==> src/rtl/addx_fu_arbiter_ctrl.sv <==
// Round-robin arbiter and sequencer for the shared multi-cycle ADDX/accelerator datapath.
// Grants one of two requesters, drives the datapath start/abort, and returns a tagged result.
module addx_fu_arbiter_ctrl #(
    parameter int XLEN          = 32,
    parameter int TRANS_ID_BITS = 3,
    parameter int TIMEOUT       = 64
) (
    input  logic                     clk_i,
    input  logic                     rst_i,
    input  logic                     flush_i,
    input  logic                     req0_valid_i,
    output logic                     req0_ready_o,
    input  logic [XLEN-1:0]          req0_op_a_i,
    input  logic [XLEN-1:0]          req0_op_b_i,
    input  logic [TRANS_ID_BITS-1:0] req0_trans_id_i,
    input  logic                     req1_valid_i,
    output logic                     req1_ready_o,
    input  logic [XLEN-1:0]          req1_op_a_i,
    input  logic [XLEN-1:0]          req1_op_b_i,
    input  logic [TRANS_ID_BITS-1:0] req1_trans_id_i,
    output logic                     dp_start_o,
    output logic                     dp_abort_o,
    output logic [XLEN-1:0]          dp_op_a_o,
    output logic [XLEN-1:0]          dp_op_b_o,
    input  logic                     dp_done_i,
    input  logic [XLEN-1:0]          dp_result_i,
    output logic                     res_valid_o,
    input  logic                     res_ready_i,
    output logic [XLEN-1:0]          res_result_o,
    output logic [TRANS_ID_BITS-1:0] res_trans_id_o,
    output logic                     res_src_o,
    output logic                     res_timeout_o,
    output logic                     busy_o
);

    // Counter must reach TIMEOUT+1: a flush landing on the expiry cycle defers the abort into DRAIN.
    localparam int CNT_W = $clog2(TIMEOUT + 2);

    typedef enum logic [1:0] {IDLE, RUN, RESP, DRAIN} state_t;

    state_t                   state;
    logic                     pref;
    logic [CNT_W-1:0]         cnt;
    logic [TRANS_ID_BITS-1:0] op_tag;
    logic                     op_src;

    logic grant0, grant1, accept, done_ok, tmo_hit;

    always_comb begin
        grant0  = req0_valid_i && (!req1_valid_i || !pref);
        grant1  = req1_valid_i && (!req0_valid_i || pref);
        done_ok = dp_done_i && !dp_start_o;
        tmo_hit = (cnt >= CNT_W'(TIMEOUT));
    end

    assign req0_ready_o = (state == IDLE) && !flush_i && grant0;
    assign req1_ready_o = (state == IDLE) && !flush_i && grant1;
    assign accept       = req0_ready_o || req1_ready_o;
    assign busy_o       = (state != IDLE);

    // Abort is decided in the expiry cycle itself so a coincident done can still win.
    assign dp_abort_o = ((state == RUN) && !flush_i && !done_ok && tmo_hit) ||
                        ((state == DRAIN) && !dp_done_i && tmo_hit);

    always_ff @(posedge clk_i) begin
        if (rst_i) begin
            state          <= IDLE;
            pref           <= 1'b0;
            cnt            <= '0;
            op_tag         <= '0;
            op_src         <= 1'b0;
            dp_start_o     <= 1'b0;
            dp_op_a_o      <= '0;
            dp_op_b_o      <= '0;
            res_valid_o    <= 1'b0;
            res_result_o   <= '0;
            res_trans_id_o <= '0;
            res_src_o      <= 1'b0;
            res_timeout_o  <= 1'b0;
        end else begin
            dp_start_o <= 1'b0;
            case (state)
                IDLE: begin
                    if (accept) begin
                        dp_op_a_o  <= req1_ready_o ? req1_op_a_i : req0_op_a_i;
                        dp_op_b_o  <= req1_ready_o ? req1_op_b_i : req0_op_b_i;
                        op_tag     <= req1_ready_o ? req1_trans_id_i : req0_trans_id_i;
                        op_src     <= req1_ready_o;
                        pref       <= req0_ready_o;
                        cnt        <= '0;
                        dp_start_o <= 1'b1;
                        state      <= RUN;
                    end
                end
                RUN: begin
                    cnt <= cnt + CNT_W'(1);
                    if (flush_i) begin
                        state <= DRAIN;
                    end else if (done_ok || tmo_hit) begin
                        res_valid_o    <= 1'b1;
                        res_result_o   <= done_ok ? dp_result_i : '0;
                        res_timeout_o  <= !done_ok;
                        res_trans_id_o <= op_tag;
                        res_src_o      <= op_src;
                        state          <= RESP;
                    end
                end
                RESP: begin
                    if (flush_i || res_ready_i) begin
                        res_valid_o   <= 1'b0;
                        res_timeout_o <= 1'b0;
                        state         <= IDLE;
                    end
                end
                DRAIN: begin
                    cnt <= cnt + CNT_W'(1);
                    if (dp_done_i || tmo_hit) begin
                        state <= IDLE;
                    end
                end
                default: state <= IDLE;
            endcase
        end
    end

endmodule

==> config.mk <==
export PLATFORM = sky130hd
export DESIGN_NAME = addx_fu_arbiter_ctrl
export DESIGN_NICKNAME = d
export VERILOG_FILES = /design/src/rtl/addx_fu_arbiter_ctrl.sv
export SDC_FILE = /design/constraint.sdc
export NUM_CORES = 1
export LEC_CHECK = 0
export ABC_AREA = 1
export CELL_PAD_IN_SITES_DETAIL_PLACEMENT = 1
export CELL_PAD_IN_SITES_GLOBAL_PLACEMENT = 2
export CORE_AREA = 3 3 185 142
export CTS_CLUSTER_SIZE = 12
export DETAILED_ROUTE_END_ITERATION = 10
export DIE_AREA = 0 0 188 145
export PLACE_DENSITY_LB_ADDON = 0.08
export SYNTH_ARGS = -nofsm -noshare
export SYNTH_HDL_FRONTEND = slang
export SYNTH_SLANG_ARGS = --single-unit
==> constraint.sdc <==
create_clock -name clk_i -period 3.08 [get_ports clk_i]
set_clock_uncertainty 0.1 [all_clocks]
set_input_delay 0.308 -clock clk_i [delete_from_list [all_inputs] [get_ports clk_i]]
set_output_delay 0.308 -clock clk_i [all_outputs]
set_load 0.01 [all_outputs]
==> results of run 1 <==
-- registers in the layout, summed over array words and instances (netlist names) --
register and count:
res_trans_id_o 3, res_timeout_o 1, dp_op_a_o 32, cnt 7
op_src 1, dp_op_b_o 32, state 2, res_src_o 1
res_valid_o 1, op_tag 3, pref 1, dp_start_o 1
res_result_o 32
-- worst max-delay path by stage --
stage / start / end / slack, ns / depth (start not counted)
5_1_grt: state[0] / dp_abort_o / 0.23 / 8
2_1_floorplan: state[1] / dp_abort_o / 1.56 / 8
3_3_place_gp: flush_i / cnt[5] / 0.55 / 9
3_5_place_dp: flush_i / cnt[3] / 0.52 / 9
6_report: state[0] / dp_abort_o / 0.42 / 8
4_1_cts: state[0] / dp_abort_o / 0.37 / 8
-- logic make-up (layout without fill, tap and decap cells) --
kind of cell             after synthesis  in the layout  share of synthesized area (%)
adder cells (fa/ha/maj)                2              2                          0.485
AND/OR/NAND/NOR                      472            472                           35.8
AO/OA/AOI/OAI                        120            120                           11.7
flip-flops                           117            117                           45.4
buffers and inverters                 71            345                           6.63
-- where the power goes --
part	switching, W	total [W]	internal [W]	leakage [nW]
clock	0.000714	0.00215	0.00143	0.306
combinational	0.000515	0.00106	0.000543	2.44
sequential	0.0000713	0.00172	0.00165	0.958
-- Yosys cell counts (3+ instances only) --
cell / n / area share [%]
o21ai_1: 30 / 2.9
inv_1: 18 / 1.3
nor2_1: 150 / 11
buf_6: 5 / 1.1
a21oi_1: 44 / 4.3
buf_4: 3 / 0.44
buf_2: 21 / 2.0
nand4_1: 3 / 0.36
dfxtp_1: 117 / 45
inv_2: 3 / 0.22
clkbuf_1: 17 / 1.2
nand2_1: 297 / 22
nand3_1: 15 / 1.5
buf_1: 4 / 0.29
o21ai_0: 45 / 4.4
-- per-layer routing --
layer	GRT usage, %	vias to the layer above	share of wire, %
met4	3.71	0	0.82
met5	0	-	0
met1	21.3	2576	50
met2	23.3	164	43
li1	-	2959	-
met3	5.27	10	6.5
-- cell type report --
class	instances	share of cell area, %
Multi-Input combinational cell	594	28.0
Tap cell	338	4.77
Clock inverter	10	2.02
Sequential cell	117	26.4
Inverter	21	0.890
Clock buffer	22	5.01
Timing Repair Buffer	292	32.8
-- tightest hold or removal path: cells and delay by family --
kind / cells / cell delay [ns]
AOI/OAI and AO/OA: 1 / 0.05
buffers and inverters: 1 / 0.39
and+or+nand+nor: 1 / 0.06
-- metrics by stage --
| step | utilization [%] | setup slack, ns |
|---|---|---|
| CTS | 35.9 | 0.370 |
| global route | 35.9 | 0.233 |
| global placement | 33.3 | 0.546 |
| detailed placement | 33.3 | 0.517 |
| floorplan | - | 1.56 |
| finish | 35.9 | 0.425 |
-- layout by cell type (no fill, tap or decap), types with 2 or more instances in the layout --
master / netlist / routed
buf_12: 0 / 2
clkbuf_16: 0 / 17
buf_4: 3 / 11
inv_2: 3 / 4
inv_1: 18 / 17
ha_1: 2 / 2
a21oi_1: 44 / 44
nor2_4: 1 / 2
o21ai_0: 45 / 45
nor2_1: 150 / 150
clkdlybuf4s50_1: 0 / 278
nand4_1: 3 / 3
nand2_1: 297 / 297
dfxtp_1: 117 / 117
bufinv_16: 0 / 5
clkbuf_1: 17 / 5
nand3_1: 15 / 15
o21ai_1: 30 / 30
clkinv_2: 0 / 4
==> results.md, run 1 <==
- Setup crit end kind: output port
- Kind of critical path: reg -> out
- Setup-failing EPs final: 0
- Area occupied by multi-input gates: 2480 µm²
- DR DRC count: 0
- Total power: 0.00493 W
- Placed cell count: 1362
- Per-cell routed wire length: 15.2 µm
- Critical Path Source Type: flop
- Status: finished, final reports clean
- P&R area growth vs syn: 71.9%
- Rows: 50
- Detail Route Antenna Nets: 0
- Flops & latches, synth: 117
- Antenna cells: 0
- Register area: 2340 µm²
- Total CTS buffers: 17
- Measured slew at the worst slew-check pin: 0.627 ns
- Cell area after synthesis: 5150 µm²
- Worst hold path class: in -> reg
- CP Cell Sequence: buf_4 -> nand2_1 -> nor2_1 -> nand2_1 -> inv_1 -> nand2_1 -> o21ai_0 -> clkdlybuf4s50_1
- Async S/R FF share, synth: 0%
- Number of global-route vias before repair: 5796
- Dpl hpwl: 14.9 mm
- Layout Nets: 1218
- Core ar.: 24700 µm²
- CP peak stage delay: 0.58 ns
- Fmax: 377 MHz
- Fillers: 3044
- Starting Density: 20.9%
- Sequential area share after synthesis: 45.4%
- Syn Area/Cell: 6.59 µm²
- Max FO, Critical Path: 12
- GP Congestion: 0.718
- Initial antenna violation count: 0
- Chip Height: 145 µm
- Clock sink total: 117
- Yosys Warn Count: 0
- Worst-skew pair later-pin latency: 0.41 ns
- Largest net degree at the start of global routing: 53
- FF-to-FF path depth: 9
- Vias/cell: 4.10
- Die Span X: 188 µm
- Minimum clock period: 2.66 ns
- Non-filler cells, final: 1394
- TNS Setup: 0 ns
- WP data required: 2.67 ns
- Worst Hold Path Cells: 3
- Htree depth: 4
- RSZ-0062 raised after global routing: false
- Post-Syn Instances: 782
- Post-CTS Setup Inserts: 0
- WHS: 0.348 ns
- DR iter-0 viols: 192
- Worst IR Drop VDD: 0.386 mV
- Crit-path most repeated cell: nand2_1
- Unique masters post-synth: 23
- CP Buf/Inv Count: 3
- First-pass DRT Iterations: 5
- IO Count: 280
- First-pass GRT wire length: 33.5 mm
- Layout Cell Area excl Fill: 8860 µm²
- Pwr dens: 556 nW/µm²
- Top_reg_cell synth: dfxtp_1
- Slowest CP cell: clkdlybuf4s50_1
- Total placed instance area: 8240 µm²
- Hold-fix buffers at CTS: 0
- Hold wc startpoint: dp_result_i[21]
- Worst R2R End: dp_op_a_o[24]
- Routed WL: 21.2 mm
- I/O Buffers: 279
- GRT overflow: 0
- Period Utilization, post-route: 86.2%
- Max Cap Viol: 0
- Die area: 27300 µm²
- Syn_nets: 957
- Reg-to-Reg Start: state[0]
- Leak: 3.70 nW
- Number of synthesized flops with an enable pin: 0
- Fraction of layout cells with a size suffix above 1: 4.92%
- Final Slew Violations: 0
- Slew headroom: 58.2%
- CTS tree: yes
- Crit-path leading delay family: buffers and inverters
- Via count: 5709
- Clock tree root buffer cell: clkbuf_16
- Post-CTS Resized: 0
- GRT Util Overall: 15.5%
- Hold endpoint: res_result_o[21]
- Worst reg-to-reg setup slack: 0.94 ns
- Clock slew at reported path FFs: 0.06 ns
- Final Hold Fails: 0
- Buffers from clock root to sink, at most: 2
- Worst path arrival time: 2.25 ns
No activity file was read; power rests on OpenSTA's default activity.
==> run 2: changes to the inputs <==
--- a/config.mk
+++ b/config.mk
@@ -8,11 +8,13 @@
 export ABC_AREA = 1
 export CELL_PAD_IN_SITES_DETAIL_PLACEMENT = 1
 export CELL_PAD_IN_SITES_GLOBAL_PLACEMENT = 2
-export CORE_AREA = 3 3 185 142
+export CORE_AREA = 3 3 195 149
 export CTS_CLUSTER_SIZE = 12
 export DETAILED_ROUTE_END_ITERATION = 10
-export DIE_AREA = 0 0 188 145
+export DIE_AREA = 0 0 198 152
 export PLACE_DENSITY_LB_ADDON = 0.08
+export SKIP_CTS_REPAIR_TIMING = 1
+export SLEW_MARGIN = 20
 export SYNTH_ARGS = -nofsm -noshare
 export SYNTH_HDL_FRONTEND = slang
 export SYNTH_SLANG_ARGS = --single-unit
==> constraint.sdc (replaced) <==
create_clock -name clk_i -period 2.5 [get_ports clk_i]
set_clock_uncertainty 0.1 [all_clocks]
set_input_delay 0.25 -clock clk_i [delete_from_list [all_inputs] [get_ports clk_i]]
set_output_delay 0.25 -clock clk_i [all_outputs]
set_load 0.01 [all_outputs]
==> results.md, run 2 (same netlist as run 1, synthesis figures left out) <==
- Status: finished, final reports clean
- Layout Nets: 1220
- Worst path arrival time: 2.00 ns
- GP Congestion: 0.712
- Setup crit end kind: output port
- Commonest cells after routing, fill and taps aside: nand2_1 (297), clkdlybuf4s50_1 (278), nor2_1 (150)
- Via count: 5752
- Fillers: 3318
- Vias/cell: 4.08
- Starting Density: 19.0%
- Switch Pwr: 0.00164 W
- CP Cell Sequence: buf_4 -> nor2_2 -> nand2_4 -> nor2_4 -> clkdlybuf4s50_1
- P&R area growth vs syn: 73.1%
- Reg power frac: 35.2%
- Max FO, Critical Path: 9
- Fmax: 426 MHz
- Largest registers: dp_op_a_o x32, dp_op_b_o x32, res_result_o x32
- Critical Path Source Type: flop
- Comb power frac: 22.0%
- Slew headroom: 64.9%
- Routed WL: 22.0 mm
- Period Utilization, post-route: 93.8%
- Clock sink total: 117
- Initial antenna violation count: 1
- Area occupied by multi-input gates: 2480 µm²
- Register area: 2340 µm²
- Max Cap Viol: 0
- Setup-failing EPs final: 0
- GRT overflow: 0
- Core ar.: 27100 µm²
- Die area: 30100 µm²
- Pwr dens: 676 nW/µm²
- First-pass GRT wire length: 34.0 mm
- TNS Setup: 0 ns
- Clock slew at reported path FFs: 0.06 ns
- RSZ-0062 raised after global routing: false
- CTS tree: yes
- Die Span X: 198 µm
- DR DRC count: 0
- Final Slew Violations: 0
- WP data required: 2.15 ns
- Buffers from clock root to sink, at most: 2
- Sw frac: 27.2%
- WHS: 0.222 ns
- Chip Height: 152 µm
- First-pass DRT Iterations: 4
- CP peak stage delay: 0.62 ns
- Slowest CP cell: clkdlybuf4s50_1
- Final Hold Fails: 0
- Pint: 0.00439 W
- Total CTS buffers: 17
- Measured slew at the worst slew-check pin: 0.526 ns
- Commonest non-fill, non-tap cell in the layout: nand2_1
- Leak: 3.71 nW
- Clock tree root buffer cell: clkbuf_16
- Number of global-route vias before repair: 5839
- Largest net degree at the start of global routing: 53
- Dpl hpwl: 15.8 mm
- Detail Route Antenna Nets: 0
- Worst hold path class: in -> reg
- Fraction of layout cells with a size suffix above 1: 5.39%
- Rows: 52
- GRT Util Overall: 14.4%
- Antenna cells: 0
- Minimum clock period: 2.35 ns
- Worst IR Drop VDD: 0.443 mV
- DR iter-0 viols: 192
- Htree depth: 4
- I/O Buffers: 279
- Clock share of power: 42.8%
- Kind of critical path: reg -> out
- IO Count: 280
- Per-cell routed wire length: 15.6 µm
- Worst-skew pair later-pin latency: 0.41 ns
[run 2: cell count changes in the layout (fill, tap and decap cells not counted)]
cell        change
clkinvlp_4      +4
buf_12          +3
clkbuf_1        -3
buf_4           -1
bufinv_16       -1
clkinv_2        -1
clkinv_4        +1
[run 2: worst paths after layout]
| path | from | to | slack (ns) | cells past startpoint |
|---|---|---|---|---|
| setup / recovery | state[0] | req0_ready_o | 0.15 | 5 |
| hold / removal | rst_i | cnt[3] | 0.22 | 4 |
| setup reg to reg | state[0] | dp_op_a_o[28] | 0.61 | 9 |
| hold reg to reg | res_result_o[2] | res_result_o[2] | 0.36 | 2 |
[run 2: stage by stage]
stage / util, % / total power, W / setup WS (ns) / cell area [µm²] / std cells
after floorplan: - / 0.00272 / 1.01 / 5150 / 782
after global placement: 30.7 / 0.00352 / 0.313 / 8310 / 1377
after detailed placement: 30.7 / 0.00352 / 0.295 / 8310 / 1377
after CTS: 33.0 / 0.00619 / 0.107 / 8920 / 1409
after global routing: 33.0 / 0.00640 / 0.00239 / 8920 / 1409
final: 33.0 / 0.00603 / 0.154 / 8920 / 1409
[run 2: per-layer routing]
metal,vias up,wire [µm],GRT usage (%),part of all wire [%]
met5,-,13,0,0.059
met4,2,154,3.33,0.70
met3,10,1730,5.69,7.9
met2,156,9410,21.8,43
met1,2612,10700,19.4,49
li1,2972,-,-,-
[run 2: cell type report]
cell class,count,area share (%)
Clock buffer,19,4.85
Inverter,21,0.884
Tap cell,351,4.92
Clock inverter,13,2.05
Timing Repair Buffer,294,33.2
Multi-Input combinational cell,594,27.8
Sequential cell,117,26.3
[run 2: power groups by stage]
stage | registers (W) | clock network, W | logic [W]
after floorplan | 0.00222 | 0 | 0.000494
after global placement | 0.00216 | 0 | 0.00136
after detailed placement | 0.00216 | 0 | 0.00136
after CTS | 0.00212 | 0.00270 | 0.00136
after global routing | 0.00215 | 0.00278 | 0.00147
final | 0.00212 | 0.00258 | 0.00133
[run 2: critical path, delay by kind of cell, from the launching register on]
family | cells | cell delay, ns
buffers and inverters | 2 | 0.80
AND/OR/NAND/NOR | 3 | 0.44
flip-flops | 1 | 0.33
==> run 3: changes to the inputs <==
--- a/config.mk
+++ b/config.mk
@@ -14,7 +14,6 @@
 export DIE_AREA = 0 0 198 152
 export PLACE_DENSITY_LB_ADDON = 0.08
 export SKIP_CTS_REPAIR_TIMING = 1
-export SLEW_MARGIN = 20
 export SYNTH_ARGS = -nofsm -noshare
 export SYNTH_HDL_FRONTEND = slang
 export SYNTH_SLANG_ARGS = --single-unit
==> constraint.sdc (replaced) <==
create_clock -name clk_i -period 2.6 [get_ports clk_i]
set_clock_uncertainty 0.1 [all_clocks]
set_input_delay 0.26 -clock clk_i [delete_from_list [all_inputs] [get_ports clk_i]]
set_output_delay 0.26 -clock clk_i [all_outputs]
set_load 0.01 [all_outputs]
==> results.md, run 3 (same netlist as run 1, synthesis figures left out) <==
- Total placed instance area: 8290 µm²
- Worst R2R End: dp_op_a_o[13]
- Chip Height: 152 µm
- Rows: 52
- Clock slew at reported path FFs: 0.05 ns
- CP Cell Sequence: buf_4 -> nor2_2 -> nand2_4 -> nor2_8 -> clkdlybuf4s50_1
- TNS Setup: 0 ns
- Core ar.: 27100 µm²
- Final Hold Fails: 0
- Htree depth: 4
- Worst path arrival time: 1.98 ns
- Layout Nets: 1219
- WP data required: 2.24 ns
- Minimum clock period: 2.34 ns
- Largest registers: dp_op_a_o x32, dp_op_b_o x32, res_result_o x32
- Status: finished, final reports clean
- DR iter-0 viols: 193
- Max Cap Viol: 0
- Vias/cell: 4.08
- CP peak stage delay: 0.62 ns
- Die area: 30100 µm²
- Critical Path Source Type: flop
- Max FO, Critical Path: 9
- DR DRC count: 0
- First-pass DRT Iterations: 4
- Per-cell routed wire length: 15.5 µm
- Fraction of layout cells with a size suffix above 1: 5.20%
- Clock sink total: 117
- GR Layer Usage met1: 19.7%
- GP Congestion: 0.735
- Commonest non-fill, non-tap cell in the layout: nand2_1
- Met2 Use GR: 22.3%
- Detail Route Antenna Nets: 0
- Starting Density: 19.0%
- RSZ-0062 raised after global routing: false
- Slew headroom: 64.8%
- Hold endpoint: res_trans_id_o[2]
- Pwr dens: 655 nW/µm²
- Measured slew at the worst slew-check pin: 0.527 ns
- Non-filler cells, final: 1410
- GRT Util Overall: 14.7%
- Setup-failing EPs final: 0
- Crit. path cell count: 5
- Dpl hpwl: 15.4 mm
- Commonest cells after routing, fill and taps aside: nand2_1 (297), clkdlybuf4s50_1 (278), nor2_1 (150)
- Crit-path leading delay family: buffers and inverters
- Most Crowded Layer GR: met2
- Slowest CP cell: clkdlybuf4s50_1
- Largest net degree at the start of global routing: 49
- Place WS: 0.366 ns
- Hold wc startpoint: rst_i
- Layout Cell Area excl Fill: 8920 µm²
- Total CTS buffers: 17
- P&R area growth vs syn: 73.0%
- Worst Hold Path Cells: 4
- Worst-skew pair later-pin latency: 0.41 ns
- I/O Buffers: 279
- First-pass GRT wire length: 34.6 mm
- FF-to-FF path depth: 9
- Worst IR Drop VDD: 0.426 mV
- Placed cell count: 1376
- Setup crit end kind: output port
- GRT overflow: 0
- Clock tree root buffer cell: clkbuf_16
- Reg-to-Reg Start: state[0]
- Final Slew Violations: 0
- Worst reg-to-reg setup slack: 0.70 ns
- Initial antenna violation count: 2
- Fmax: 427 MHz
- Final Core Density: 32.9%
- Number of global-route vias before repair: 6029
- M3 GR Usage: 5.38%
- Fillers: 3314
- Period Utilization, post-route: 90.1%
- Worst hold path class: in -> reg
- Kind of critical path: reg -> out
- Final WS setup: 0.257 ns
- CTS tree: yes
- IO Count: 280
- Via count: 5753
- Routed WL: 21.9 mm
- Buffers from clock root to sink, at most: 2
- Leak: 3.72 nW
- CP Buf/Inv Count: 2
- Die Span X: 198 µm
==> run 3: layout make-up <==
cell class,count,area (µm²),share of cell area [%]
clock buffer,23,478,5.36
multi-input combinational,594,2480,27.8
inverter,21,78.8,0.884
clock inverter,9,149,1.67
sequential,117,2340,26.3
antenna,2,5.00,0.0561
timing repair buffer,293,2940,33.0
tap,351,439,4.92
==> run 3: layer usage <==
metal,part of all wire (%),vias to the layer above
met5,0.059,-
met4,1.2,2
met3,7.7,14
met2,43,160
met1,48,2605
li1,-,2972
==> run 3: how the worst max path moves through the flow <==
stage              start            to  slack, ns
4_1_cts         state[0]  req1_ready_o       0.20
6_report        state[0]  req1_ready_o       0.26
5_1_grt         state[0]  req1_ready_o       0.09
3_3_place_gp   dp_done_i    dp_abort_o       0.40
2_1_floorplan   state[1]  dp_op_a_o[0]       1.11
3_5_place_dp   dp_done_i    dp_abort_o       0.37
==> run 3: tightest hold or removal path: cells and delay by family <==
kind | cells | cell delay [ns]
buffers and inverters | 2 | 0.29
AO/OA/AOI/OAI | 1 | 0.15
AND/OR/NAND/NOR | 1 | 0.05
==> run 3: report_power, final <==
part / internal, W / switching (W)
clock: 0.00168 / 0.000851
sequential: 0.00196 / 0.0000835
combinational: 0.000659 / 0.000611
total: 0.00429 / 0.00155
==> run 3: per-stage QoR <==
step	power (W)	hold WS [ns]
after CTS	0.00598	0.279
after global routing	0.00620	0.299
after global placement	0.00338	0.349
final	0.00584	0.289
after detailed placement	0.00338	0.354
after floorplan	0.00261	0.303
